$ cat src/rtl/matrix_vector_pkg.sv
// Shared constants and helpers for the matrix-vector engine.
// FSM encodings and width helpers derived from the top-level parameters.
package matrix_vector_pkg;

    localparam logic [2:0] S_IDLE     = 3'd0;
    localparam logic [2:0] S_LOAD_MAT = 3'd1;
    localparam logic [2:0] S_LOAD_VEC = 3'd2;
    localparam logic [2:0] S_COMPUTE  = 3'd3;
    localparam logic [2:0] S_WRITE    = 3'd4;
    localparam logic [2:0] S_FINISH   = 3'd5;

    function automatic int bytes_per_word(input int width);
        return width / 8;
    endfunction

    function automatic int mat_words(input int dim);
        return dim * dim;
    endfunction

    function automatic int acc_width(input int width, input int dim);
        return 2 * width + $clog2(dim);
    endfunction

    // Fixed-point 1.0 for a format with frac fraction bits
    function automatic logic [63:0] fx_one(input int frac);
        return 64'd1 << frac;
    endfunction

endpackage

$ cat src/rtl/mve_mac.sv
// Signed multiply-accumulate with synchronous clear and a
// shift/saturate output stage back to the data word format.
module mve_mac
    import matrix_vector_pkg::*;
#(
    parameter int WIDTH = 32,
    parameter int DIM   = 4,
    parameter int FRAC  = 16
) (
    input  logic             clk,
    input  logic             rst,
    input  logic             clr,
    input  logic             en,
    input  logic [WIDTH-1:0] a,
    input  logic [WIDTH-1:0] b,
    output logic [WIDTH-1:0] result
);

    localparam int AW = acc_width(WIDTH, DIM);
    localparam int PW = 2 * WIDTH;

    localparam logic signed [AW-1:0] SAT_MAX =
        $signed({{(AW-WIDTH+1){1'b0}}, {(WIDTH-1){1'b1}}});
    localparam logic signed [AW-1:0] SAT_MIN =
        $signed({{(AW-WIDTH+1){1'b1}}, {(WIDTH-1){1'b0}}});

    logic signed [PW-1:0] prod;
    logic signed [AW-1:0] acc;
    logic signed [AW-1:0] prod_ext;
    logic signed [AW-1:0] shifted;

    assign prod     = $signed(a) * $signed(b);
    assign prod_ext = $signed({{(AW-PW){prod[PW-1]}}, prod});
    assign shifted  = acc >>> FRAC;

    always_ff @(posedge clk) begin
        if (rst || clr) begin
            acc <= '0;
        end else if (en) begin
            acc <= acc + prod_ext;
        end
    end

    always_comb begin
        result = shifted[WIDTH-1:0];
        if (shifted > SAT_MAX) begin
            result = SAT_MAX[WIDTH-1:0];
        end else if (shifted < SAT_MIN) begin
            result = SAT_MIN[WIDTH-1:0];
        end
    end

endmodule

$ cat src/rtl/matrix_vector_engine.sv
// Loads a DIMxDIM fixed-point matrix, then streams vectors through
// a single MAC and writes each transformed vector back to memory.
module matrix_vector_engine
    import matrix_vector_pkg::*;
#(
    parameter int WIDTH    = 32,
    parameter int DIM      = 4,
    parameter int FRAC     = 16,
    parameter int WI_WIDTH = 16
) (
    input  logic                clk,
    input  logic                rst,
    input  logic                start,
    input  logic                affine,
    input  logic [WI_WIDTH-1:0] workItemCount,
    input  logic [WIDTH-1:0]    matrixInAddr,
    input  logic [WIDTH-1:0]    dataInAddr,
    input  logic [WIDTH-1:0]    dataOutAddr,
    output logic                rdValid,
    input  logic                rdReady,
    output logic [WIDTH-1:0]    readAddr,
    input  logic                rdDataValid,
    input  logic [WIDTH-1:0]    dataIn,
    output logic                wrValid,
    input  logic                wrReady,
    output logic [WIDTH-1:0]    writeAddr,
    output logic [WIDTH-1:0]    writeData,
    output logic                busy,
    output logic                done
);

    localparam int BYTES_PER_WORD = bytes_per_word(WIDTH);
    localparam int MAT_WORDS      = mat_words(DIM);
    localparam int MW             = $clog2(MAT_WORDS);
    localparam int RW             = $clog2(DIM);
    localparam int KW             = $clog2(DIM + 1);

    localparam logic [WIDTH-1:0] STRIDE = WIDTH'(BYTES_PER_WORD);
    localparam logic [WIDTH-1:0] ONE    = WIDTH'(fx_one(FRAC));

    logic [2:0]          state;
    logic [WI_WIDTH-1:0] remaining;
    logic [WIDTH-1:0]    in_ptr;
    logic                affine_q;
    logic                rd_wait;
    logic [MW-1:0]       idx;
    logic [RW-1:0]       row;
    logic [KW-1:0]       k;

    logic [WIDTH-1:0] mat [MAT_WORDS];
    logic [WIDTH-1:0] vec [DIM];
    logic [WIDTH-1:0] res [DIM];

    logic             rd_data;
    logic             mac_en;
    logic             row_done;
    logic [RW-1:0]    k_lo;
    logic [MW-1:0]    m_idx;
    logic [MW-1:0]    last_idx;
    logic [WIDTH-1:0] mac_a;
    logic [WIDTH-1:0] mac_b;
    logic [WIDTH-1:0] mac_out;

    assign rd_data  = rd_wait && rdDataValid;
    assign k_lo     = k[RW-1:0];
    assign m_idx    = MW'(row) * MW'(DIM) + MW'(k_lo);
    assign last_idx = affine_q ? MW'(DIM - 2) : MW'(DIM - 1);
    assign mac_en   = (state == S_COMPUTE) && (k != KW'(DIM));
    assign row_done = (state == S_COMPUTE) && (k == KW'(DIM));
    assign mac_a    = mat[m_idx];
    // The affine homogeneous component is never fetched; it is 1.0
    assign mac_b    = (affine_q && k_lo == RW'(DIM - 1)) ? ONE : vec[k_lo];

    assign busy = (state == S_LOAD_MAT) || (state == S_LOAD_VEC) ||
                  (state == S_COMPUTE)  || (state == S_WRITE);

    mve_mac #(
        .WIDTH (WIDTH),
        .DIM   (DIM),
        .FRAC  (FRAC)
    ) u_mac (
        .clk    (clk),
        .rst    (rst),
        .clr    (row_done),
        .en     (mac_en),
        .a      (mac_a),
        .b      (mac_b),
        .result (mac_out)
    );

    always_ff @(posedge clk) begin
        if (state == S_LOAD_MAT && rd_data) mat[idx] <= dataIn;
        if (state == S_LOAD_VEC && rd_data) vec[idx[RW-1:0]] <= dataIn;
        if (row_done) res[row] <= mac_out;
    end

    always_ff @(posedge clk) begin
        if (rst) begin
            state     <= S_IDLE;
            rdValid   <= 1'b0;
            wrValid   <= 1'b0;
            done      <= 1'b0;
            readAddr  <= '0;
            writeAddr <= '0;
            writeData <= '0;
            rd_wait   <= 1'b0;
            remaining <= '0;
            in_ptr    <= '0;
            affine_q  <= 1'b0;
            idx       <= '0;
            row       <= '0;
            k         <= '0;
        end else begin
            done <= 1'b0;
            unique case (state)
                S_IDLE: begin
                    // done high means the previous job just closed
                    if (start && !done) begin
                        if (workItemCount == '0) begin
                            state <= S_FINISH;
                        end else begin
                            remaining <= workItemCount;
                            affine_q  <= affine;
                            in_ptr    <= dataInAddr;
                            writeAddr <= dataOutAddr;
                            readAddr  <= matrixInAddr;
                            rdValid   <= 1'b1;
                            idx       <= '0;
                            state     <= S_LOAD_MAT;
                        end
                    end
                end
                S_LOAD_MAT: begin
                    if (rdValid && rdReady) begin
                        rdValid <= 1'b0;
                        rd_wait <= 1'b1;
                    end
                    if (rd_data) begin
                        rd_wait <= 1'b0;
                        rdValid <= 1'b1;
                        if (idx == MW'(MAT_WORDS - 1)) begin
                            idx      <= '0;
                            readAddr <= in_ptr;
                            state    <= S_LOAD_VEC;
                        end else begin
                            idx      <= idx + 1'b1;
                            readAddr <= readAddr + STRIDE;
                        end
                    end
                end
                S_LOAD_VEC: begin
                    if (rdValid && rdReady) begin
                        rdValid <= 1'b0;
                        rd_wait <= 1'b1;
                    end
                    if (rd_data) begin
                        rd_wait <= 1'b0;
                        in_ptr  <= in_ptr + STRIDE;
                        if (idx == last_idx) begin
                            idx   <= '0;
                            row   <= '0;
                            k     <= '0;
                            state <= S_COMPUTE;
                        end else begin
                            rdValid  <= 1'b1;
                            idx      <= idx + 1'b1;
                            readAddr <= in_ptr + STRIDE;
                        end
                    end
                end
                S_COMPUTE: begin
                    if (row_done) begin
                        k   <= '0;
                        row <= row + 1'b1;
                        if (row == RW'(DIM - 1)) begin
                            idx       <= '0;
                            wrValid   <= 1'b1;
                            writeData <= res[0];
                            state     <= S_WRITE;
                        end
                    end else begin
                        k <= k + 1'b1;
                    end
                end
                S_WRITE: begin
                    if (wrValid && wrReady) begin
                        writeAddr <= writeAddr + STRIDE;
                        if (idx == last_idx) begin
                            wrValid   <= 1'b0;
                            remaining <= remaining - 1'b1;
                            if (remaining == WI_WIDTH'(1)) begin
                                state <= S_FINISH;
                            end else begin
                                idx      <= '0;
                                readAddr <= in_ptr;
                                rdValid  <= 1'b1;
                                state    <= S_LOAD_VEC;
                            end
                        end else begin
                            idx       <= idx + 1'b1;
                            writeData <= res[idx[RW-1:0] + 1'b1];
                        end
                    end
                end
                S_FINISH: begin
                    done  <= 1'b1;
                    state <= S_IDLE;
                end
                default: state <= S_IDLE;
            endcase
        end
    end

endmodule
$ cat config.mk
export PLATFORM = sky130hd
export DESIGN_NAME = matrix_vector_engine
export DESIGN_NICKNAME = d
export VERILOG_FILES = /design/src/rtl/matrix_vector_pkg.sv /design/src/rtl/mve_mac.sv /design/src/rtl/matrix_vector_engine.sv
export SDC_FILE = /design/constraint.sdc
export NUM_CORES = 2
export LEC_CHECK = 0
export ABC_AREA = 1
export BUFFER_PORTS_ARGS = -buffer_cell sky130_fd_sc_hd__buf_2
export CORE_MARGIN = 2
export CORE_UTILIZATION = 25
export CTS_CLUSTER_SIZE = 25
export DETAILED_ROUTE_END_ITERATION = 7
export PLACE_DENSITY = 0.42
export REMOVE_ABC_BUFFERS = 1
export SLEW_MARGIN = 0
export SYNTH_ARGS = -nofsm -noshare
export SYNTH_HDL_FRONTEND = slang
export SYNTH_HIERARCHICAL = 1
export SYNTH_SLANG_ARGS = --single-unit
$ cat constraint.sdc
create_clock -name clk -period 27.4 [get_ports clk]
set_input_delay 2.74 -clock clk [delete_from_list [all_inputs] [get_ports clk]]
set_output_delay 2.74 -clock clk [all_outputs]
set_load 0.1 [all_outputs]
==> results.py <==
metrics = {
    "layout": {
        "drive_above_1_share_pct": 7.59,
        "layout_common_cells": "inv_1, nand2_1, fa_1",
        "syn2layout_area_growth_pct": 12.6,
        "layout_commonest_cell": "inv_1",
        "nets": 11292,
    },
    "clock_network": {
        "clk_pin_slew_ns": 0.06,
        "cts_buffer_depth": 3,
        "cts_hold_buf": 0,
        "postCtsSetupRepairBufs": 0,
        "numCtsBuffers": 113,
        "clock_latency_ns": 0.81,
        "htreeDepth": 3,
        "clock_sink_count": 997,
        "root_buffer": "clkbuf_16",
        "cts_tree": "done",
        "cts-resized-gates": 0,
    },
    "synthesis": {
        "avgSynthCellArea_um2": 8.93,
        "synthArstFlopShare_pct": 0,
        "netlist_area_um2": 85700,
        "synth_edf_count": 768,
        "synth_cell_types": 62,
        "ys_ff_latch": 997,
        "synthFlopType": "edfxtp_1",
        "yosys_warnings": 6,
        "syn_inst": 9602,
        "ys_seq_area_share_pct": 32.3,
    },
    "routing": {
        "detail-route-antenna-nets": 0,
        "vias_per_cell": 4.55,
        "routed_wl_mm": 301,
        "drt_iter0_markers": 4563,
        "vias": 65180,
        "wl_per_cell_um": 21.0,
        "drt_pre_antenna_iters": 6,
        "drc": 0,
    },
    "placed_design": {
        "dpl.hpwl_mm": 223,
        "gp_congestion": 0.901,
        "portBuffers": 250,
    },
    "timing": {
        "slew_viol_final": 0,
        "slew-limit-headroom_pct": 15.5,
        "fin_crit_sh_pct": 39.8,
        "rsz0062_at_grt": "false",
        "tightest_slew_ns": 1.25,
        "hold_violations": 0,
        "fin_tns_setup_ns": 0,
        "whs_ns": 0.469,
        "fmax_mhz": 91.8,
        "setup_viol": 0,
        "fin_worst_skew_ns": 0.0771,
        "period_needed_ns": 10.90,
    },
    "critical_path": {
        "r2r_slack_ns": 16.50,
        "cp.depth": 32,
        "cp_slowest_stage_delay_ns": 0.92,
        "r2r-start": "k[0]",
        "end_kind": "register",
        "cp.arrival_ns": 11.53,
        "critPathKind": "reg2reg",
        "cp-start-kind": "register",
        "worst-path-max-fanout": 94,
        "crit_top_cell": "fa_1",
        "required_ns": 28.04,
        "path_delay_family": "adder cells",
        "path_buf_inv": 9,
        "crit_end": "u_mac/acc[62]",
        "reg2reg_depth": 32,
        "reg2reg_to": "u_mac/acc[62]",
        "crit_start": "k[0]",
        "critPathSlowestCell": "fa_1",
    },
    "die": {
        "rows": 215,
        "die_x_um": 590,
        "fp.coreArea_um2": 342000,
        "chipHeight_um": 590,
        "io-pin-count": 251,
        "die_area_um2": 348000,
        "start_util_pct": 25.0,
    },
    "min_path": {
        "holdCritPathClass": "reg2reg",
    },
    "global_routing": {
        "grt_pass1_vias": 69125,
        "grt_max_degree": 123,
        "overflow": 0,
        "grt_usage_pct": 17.4,
        "grt_pass1_wl_mm": 455,
        "antenna_found_initial": 33,
    },
    "job": {
        "drv_cap": 0,
    },
    "run_status": {
        "status": "completed",
    },
}
-- flip-flops by register name, indices dropped and copies added (netlist names), 2 cells and up, named ones only --
| register | flops |
|---|---|
| vec | 128 |
| mat | 512 |
| state | 3 |
| k | 3 |
| writeAddr | 32 |
| in_ptr | 32 |
| idx | 4 |
| row | 2 |
| writeData | 32 |
| res | 128 |
| readAddr | 32 |
| remaining | 16 |
| u_mac/acc | 66 |
-- metal layers --
metal | GRT usage, % | share of wire, % | wire, um | vias up
li1 | - | - | - | 29635
met1 | 24.2 | 46 | 140000 | 33693
met2 | 29.0 | 47 | 142000 | 1485
met3 | 1.64 | 3.9 | 11900 | 353
met4 | 4.04 | 2.4 | 7340 | 14
met5 | 0 | 0.026 | 79 | -
-- final cells by class --
type / instances / area [um^2]
Multi-Input combinational cell: 6014 / 48800
Antenna cell: 8 / 20.0
Timing Repair Buffer: 394 / 2340
Clock inverter: 80 / 988
Fill cell: 36447 / 246000
Sequential cell: 997 / 27700
Clock buffer: 135 / 2910
Tap cell: 4557 / 5700
Inverter: 2151 / 8080
-- worst min-delay path by stage --
| stage | startpoint | end | slack [ns] | cells after the start |
|---|---|---|---|---|
| 2_1_floorplan | in_ptr[0] | in_ptr[0] | 0.44 | 2 |
| 3_3_place_gp | u_mac/acc[0] | u_mac/acc[0] | 0.45 | 2 |
| 3_5_place_dp | in_ptr[0] | in_ptr[0] | 0.46 | 2 |
| 4_1_cts | in_ptr[0] | in_ptr[0] | 0.47 | 2 |
| 5_1_grt | in_ptr[0] | in_ptr[0] | 0.49 | 2 |
| 6_report | in_ptr[0] | in_ptr[0] | 0.47 | 2 |
-- tightest hold or removal path, cell delays in order, from the launching register on --
cell and delay (ns):
dfxtp_1 0.31, nand2_1 0.06, a21oi_1 0.05
-- synth_stat cells, drive strengths merged, types with 3 or more instances --
| master | number | area (um^2) |
|---|---|---|
| a211oi | 8 | 60.1 |
| a21oi | 373 | 1920 |
| a31oi | 16 | 100 |
| a32o | 31 | 310 |
| and2 | 8 | 50.1 |
| buf | 67 | 354 |
| clkbuf | 373 | 1400 |
| clkinv | 5 | 18.8 |
| dfxtp | 229 | 4580 |
| edfxtp | 768 | 23100 |
| fa | 1233 | 24700 |
| ha | 237 | 2970 |
| inv | 2146 | 8060 |
| nand2 | 2028 | 7680 |
| nand3 | 288 | 1500 |
| nand3b | 13 | 97.6 |
| nand4 | 30 | 188 |
| nor2 | 832 | 3180 |
| nor3 | 32 | 191 |
| nor4 | 17 | 134 |
| o211ai | 52 | 390 |
| o21a | 3 | 22.5 |
| o21ai | 581 | 2910 |
| o21bai | 15 | 113 |
| o221ai | 91 | 797 |
| o22ai | 42 | 263 |
| or2 | 17 | 106 |
| xnor2 | 10 | 87.6 |
| xor2 | 39 | 342 |
-- logic make-up after synthesis --
| family | Yosys count | share of synthesized area, % |
|---|---|---|
| buffers and inverters | 2591 | 11.5 |
| XOR/XNOR | 49 | 0.501 |
| adder cells (fa/ha/maj) | 1470 | 32.3 |
| AO/OA/AOI/OAI | 1225 | 8.16 |
| AND/OR/NAND/NOR | 3269 | 15.3 |
| multiplexers | 1 | 0.0117 |
| flip-flops | 997 | 32.3 |
-- stage by stage --
stage / worst slack, ns / std cells / instance area, um^2 / utilization (%)
5_1_grt: 15.70 / 14331 / 96500 / 28.2
6_report: 16.50 / 14336 / 96500 / 28.2
4_1_cts: 16.40 / 14328 / 96500 / 28.2
3_3_place_gp: 16.64 / 14113 / 92600 / 27.1
3_5_place_dp: 16.46 / 14113 / 92600 / 27.1
2_1_floorplan: 9.65 / 9162 / 84000 / -
Power is left out: the tool's default activity adds up to more than one toggle a clock period on the data nets, which glitch-free logic cannot reach.
